**config.mk**
```make
export PLATFORM = sky130hd
export DESIGN_NAME = pool_2d_stream
export DESIGN_NICKNAME = d
export VERILOG_FILES = /design/src/rtl/pool_2d_stream.sv
export SDC_FILE = /design/constraint.sdc
export NUM_CORES = 1
export LEC_CHECK = 0
export BUFFER_PORTS_ARGS = -buffer_cell sky130_fd_sc_hd__buf_2
export CELL_PAD_IN_SITES_DETAIL_PLACEMENT = 1
export CELL_PAD_IN_SITES_GLOBAL_PLACEMENT = 1
export CORE_MARGIN = 2
export CORE_UTILIZATION = 51
export DETAILED_ROUTE_END_ITERATION = 10
export MAX_ROUTING_LAYER = met4
export PLACE_DENSITY = 0.87
export SLEW_MARGIN = 15
export SYNTH_ARGS = -nofsm -noshare
export SYNTH_HDL_FRONTEND = slang
export SYNTH_SLANG_ARGS = --single-unit
export TNS_END_PERCENT = 10
```
**constraint.sdc**
```tcl
create_clock -name clk -period 15.05 [get_ports clk]
set_clock_uncertainty 0.05 [all_clocks]
set_input_delay 1.505 -clock clk [delete_from_list [all_inputs] [get_ports clk]]
set_output_delay 1.505 -clock clk [all_outputs]
set_load 0.1 [all_outputs]
```
**src/rtl/pool_2d_stream.sv**
```systemverilog
// Streaming KxK pooling (max or floor-average), stride K, NFMAPS channels in parallel.
// Latency: one pooled pixel registered the cycle after the window-completing beat.
// Backpressure: in_ready = !out_valid || out_ready; a stalled result freezes all state.
module pool_2d_stream #(
    parameter int NBITS    = 8,
    parameter int NFMAPS   = 4,
    parameter int KER_SIZE = 2,
    parameter int IMG_W    = 8,
    parameter int IMG_H    = 8
) (
    input  logic                    clk,
    input  logic                    rstn,
    input  logic                    mode,
    input  logic                    in_valid,
    output logic                    in_ready,
    input  logic [NBITS*NFMAPS-1:0] in_act,
    output logic                    out_valid,
    input  logic                    out_ready,
    output logic [NBITS*NFMAPS-1:0] out_act,
    output logic                    out_last
);
    localparam int KK       = KER_SIZE * KER_SIZE;
    localparam int ACC_BITS = NBITS + $clog2(KK);
    localparam int NCOLS    = IMG_W / KER_SIZE;
    localparam int KW       = $clog2(KER_SIZE);
    localparam int CW       = (NCOLS > 1) ? $clog2(NCOLS) : 1;
    localparam int RW       = (IMG_H > 1) ? $clog2(IMG_H) : 1;
    localparam logic signed [ACC_BITS-1:0] KK_S = ACC_BITS'(KK);

    typedef logic signed [ACC_BITS-1:0] acc_t;

    logic [KW-1:0] h_cnt, v_cnt;
    logic [CW-1:0] col_idx;
    logic [RW-1:0] row;
    logic          frame_mode, cur_mode;
    logic          in_fire, first_px, seg_end, win_done, frame_end;
    acc_t          h_acc   [NFMAPS];
    acc_t          row_buf [NCOLS][NFMAPS];
    acc_t          h_val   [NFMAPS];
    acc_t          v_val   [NFMAPS];
    logic [NBITS*NFMAPS-1:0] result;

    function automatic acc_t sext(input logic signed [NBITS-1:0] v);
        return acc_t'(v);
    endfunction

    function automatic acc_t fold(input logic avg, input acc_t a, input acc_t b);
        if (avg)
            return a + b;
        return (a > b) ? a : b;
    endfunction

    // Division truncates toward zero; step negative non-exact quotients down to get floor.
    function automatic logic [NBITS-1:0] avg_div(input acc_t s);
        acc_t q, r;
        q = s / KK_S;
        r = s - q * KK_S;
        if (r != '0 && s < 0)
            q = q - acc_t'(1);
        return q[NBITS-1:0];
    endfunction

    assign in_ready  = !out_valid || out_ready;
    assign in_fire   = in_valid && in_ready;
    assign first_px  = (h_cnt == '0) && (col_idx == '0) && (row == '0);
    assign cur_mode  = first_px ? mode : frame_mode;
    assign seg_end   = (h_cnt == KW'(KER_SIZE - 1));
    assign win_done  = seg_end && (v_cnt == KW'(KER_SIZE - 1));
    assign frame_end = win_done && (col_idx == CW'(NCOLS - 1)) && (row == RW'(IMG_H - 1));

    always_comb begin
        result = '0;
        for (int i = 0; i < NFMAPS; i++) begin
            h_val[i] = (h_cnt == '0) ? sext(in_act[i*NBITS +: NBITS])
                                     : fold(cur_mode, h_acc[i], sext(in_act[i*NBITS +: NBITS]));
            v_val[i] = (v_cnt == '0) ? h_val[i] : fold(cur_mode, row_buf[col_idx][i], h_val[i]);
            result[i*NBITS +: NBITS] = cur_mode ? avg_div(v_val[i]) : v_val[i][NBITS-1:0];
        end
    end

    always_ff @(posedge clk or negedge rstn) begin
        if (!rstn) begin
            h_cnt      <= '0;
            v_cnt      <= '0;
            col_idx    <= '0;
            row        <= '0;
            frame_mode <= 1'b0;
            out_valid  <= 1'b0;
            out_last   <= 1'b0;
            out_act    <= '0;
        end else begin
            if (in_fire) begin
                if (first_px)
                    frame_mode <= mode;
                if (seg_end) begin
                    h_cnt <= '0;
                    if (col_idx == CW'(NCOLS - 1)) begin
                        col_idx <= '0;
                        v_cnt   <= (v_cnt == KW'(KER_SIZE - 1)) ? '0 : v_cnt + 1'b1;
                        row     <= (row == RW'(IMG_H - 1)) ? '0 : row + 1'b1;
                    end else begin
                        col_idx <= col_idx + 1'b1;
                    end
                end else begin
                    h_cnt <= h_cnt + 1'b1;
                end
            end
            // A new result may replace one being consumed in the same edge.
            if (in_fire && win_done) begin
                out_valid <= 1'b1;
                out_act   <= result;
                out_last  <= frame_end;
            end else if (out_ready) begin
                out_valid <= 1'b0;
                out_last  <= 1'b0;
            end
        end
    end

    // Datapath storage is always loaded before use within a frame, so it carries no reset.
    always_ff @(posedge clk) begin
        if (in_fire) begin
            for (int i = 0; i < NFMAPS; i++) begin
                h_acc[i] <= h_val[i];
                if (seg_end && !win_done)
                    row_buf[col_idx][i] <= v_val[i];
            end
        end
    end
endmodule

```
==> impl_metrics.py <==
metrics = {
    "timing": {
        "finalMaxSlewViolations": 0,
        "rsz0062_at_grt": "no",
        "hold_ws_ns": 0.4441,
        "period_needed_ns": 11.00,
        "tightestPinTransition_ns": 1.215,
        "fmax_mhz": 90.92,
        "setup_tns_ns": 0,
        "hold_viol": 0,
        "slew_headroom_pct": 19.01,
        "finalSetupViolCount": 0,
        "min_period_over_period_pct": 73.08,
    },
    "grt": {
        "grt_pass1_vias": 18072,
        "antenna_found_initial": 0,
        "grt_overflow": 0,
        "grtUsageTotal_pct": 35.73,
        "grt_max_degree": 51,
        "grt_pass1_wl_mm": 106.6,
    },
    "final_layout": {
        "n_fill_cell": 4137,
        "layout_commonest_cell": "edfxtp_1",
        "diodes": 0,
        "drive_gt1_share_pct": 12.79,
        "seqCellArea_sq_um": 7059,
        "fin_nets": 2219,
        "mostFrequentLayoutCells": "200 x edfxtp_1, 192 x ha_1, 150 x inv_1",
        "multiInputGateArea_sq_um": 11620,
        "area_delta_synth_final_pct": 9.335,
        "fin_util_pct": 56.63,
    },
    "synth": {
        "yosysSeqAreaShare_pct": 36.08,
        "synthesis.nets": 2176,
        "post_synth.cell_area_avg_sq_um": 10.09,
        "synth-edff-count": 200,
        "synthArstFlopShare_pct": 17.36,
        "synth_ff_type": "edfxtp_1",
        "ys_seq_elements": 242,
        "syn_inst": 1939,
        "yosysUniqueCellTypes": 106,
        "syn_area_sq_um": 19560,
        "synth_largest_area_cell": "edfxtp_1",
        "synth_warnings": 0,
        "yosysTopAreaCellShare_pct": 30.71,
        "synth_area_leaders": "edfxtp_1 31%, ha_1 12%, dfrtp_1 5.4%",
    },
    "setup_path": {
        "cp.required_ns": 15.44,
        "cp.arrival_ns": 11.39,
        "worstSetupStartpointType": "primary input",
        "cp_slowest_cell": "or4b_2",
        "critPathKind": "in2reg",
        "worstRegToRegCells": 28,
        "cpPeakStageDelay_ns": 0.74,
        "cp-end-kind": "flip-flop",
        "crit_fanout": 10,
    },
    "placed_design": {
        "gp_congestion": 0.9448,
        "port_buffers": 71,
        "hpwl_mm": 47.21,
    },
    "die": {
        "ios": 72,
        "die_area_sq_um": 39930,
        "die_w_um": 199.8,
        "rows": 71,
        "die_h_um": 199.8,
        "start_util_pct": 51.80,
        "core_sq_um": 37760,
    },
    "detailed_routing": {
        "drc": 0,
        "num_vias": 17433,
        "antenna_left": 0,
        "firstDrtPassIters": 6,
        "wl_per_cell_um": 27.60,
        "drt-initial-drc-count": 1688,
        "routed_wl_mm": 69.36,
        "routed_via_density": 6.937,
    },
    "job": {
        "max-cap-violations": 0,
    },
    "clocking": {
        "cts_resized": 0,
        "postCtsHoldBufs": 0,
        "cts_sinks": 242,
        "clock_latency_ns": 0.57,
        "cts_tree": "built",
        "cts-htree-levels": 1,
        "cts_buffers": 26,
        "cts_buffer_depth": 3,
        "clkSlewWorstSetupHoldPaths_ns": 0.06,
        "post_cts_buffers": 0,
        "cts-root-buf": "clkbuf_16",
    },
    "worst_hold_path": {
        "min_path_cells": 2,
        "hp-class": "reg2reg",
    },
    "outcome": {
        "status": "finished clean",
    },
}
-- metrics by stage --
step	instances	cell area (sq um)	setup slack (ns)
finish	2513	21380	4.052
global route	2513	21380	3.640
CTS	2513	21380	4.277
detailed placement	2465	20440	3.955
global placement	2465	20440	4.566
floorplan	1939	19560	4.532
-- final timing paths --
path | from | to | slack (ns)
max | in_act[29] | out_act[28] | 4.05
min | out_act[25] | out_act[25] | 0.44
max reg2reg | h_acc[3][5] | out_act[28] | 4.71
min reg2reg | out_act[25] | out_act[25] | 0.44
max in group asynchronous | rstn | col_idx[1] | 13.53
min in group asynchronous | rstn | out_act[2] | 0.99
-- area by class of cell --
| class | count | area share (%) |
|---|---|---|
| timing repair buffer | 96 | 2.540 |
| multi-input combinational | 1462 | 54.36 |
| sequential | 242 | 33.02 |
| inverter | 154 | 2.703 |
| tap | 511 | 2.990 |
| clock inverter | 13 | 0.8602 |
| clock buffer | 35 | 3.534 |
-- sequential cells by signal, summed over array words and instances (netlist names) --
name,count
out_act,32
v_cnt,1
out_last,1
h_acc,40
row_buf,160
out_valid,1
col_idx,2
row,3
frame_mode,1
h_cnt,1
-- cell usage after synthesis, drive strengths merged (42+ instances only) --
| library cell | number |
|---|---|
| inv | 151 |
| dfrtp | 42 |
| nor2 | 108 |
| clkbuf | 64 |
| nor3 | 45 |
| o21ai | 91 |
| edfxtp | 200 |
| nand3 | 53 |
| nand2 | 104 |
| ha | 192 |
| xnor2 | 67 |
| a21oi | 102 |
-- routing by layer --
| metal | global-route usage, % | wire length (um) | vias up |
|---|---|---|---|
| met5 | - | 0 | - |
| met4 | 14.38 | 2983 | 0 |
| met3 | 5.410 | 5638 | 247 |
| met2 | 56.56 | 32140 | 934 |
| met1 | 46.22 | 28600 | 8768 |
| li1 | - | - | 7484 |
-- kinds of logic after synthesis --
group	after synthesis	synth area share (%)
AOI/OAI and AO/OA	558	20.58
and+or+nand+nor	533	14.79
DFF	242	36.08
buffers and inverters	235	4.658
adders and majority gates	200	13.10
xor gates and xnor gates	99	4.434
muxes	72	6.353
-- worst max-delay path, delay by kind of cell --
family / cells / cell delay [ns]
simple gates: 10 / 3.72
fa+ha+maj: 4 / 1.37
compound gates: 10 / 3.87
mux: 1 / 0.40
buf+inv: 5 / 0.50
Power is not shown: default switching activity piles up to over one toggle a cycle in this logic, so the estimate is an artifact.
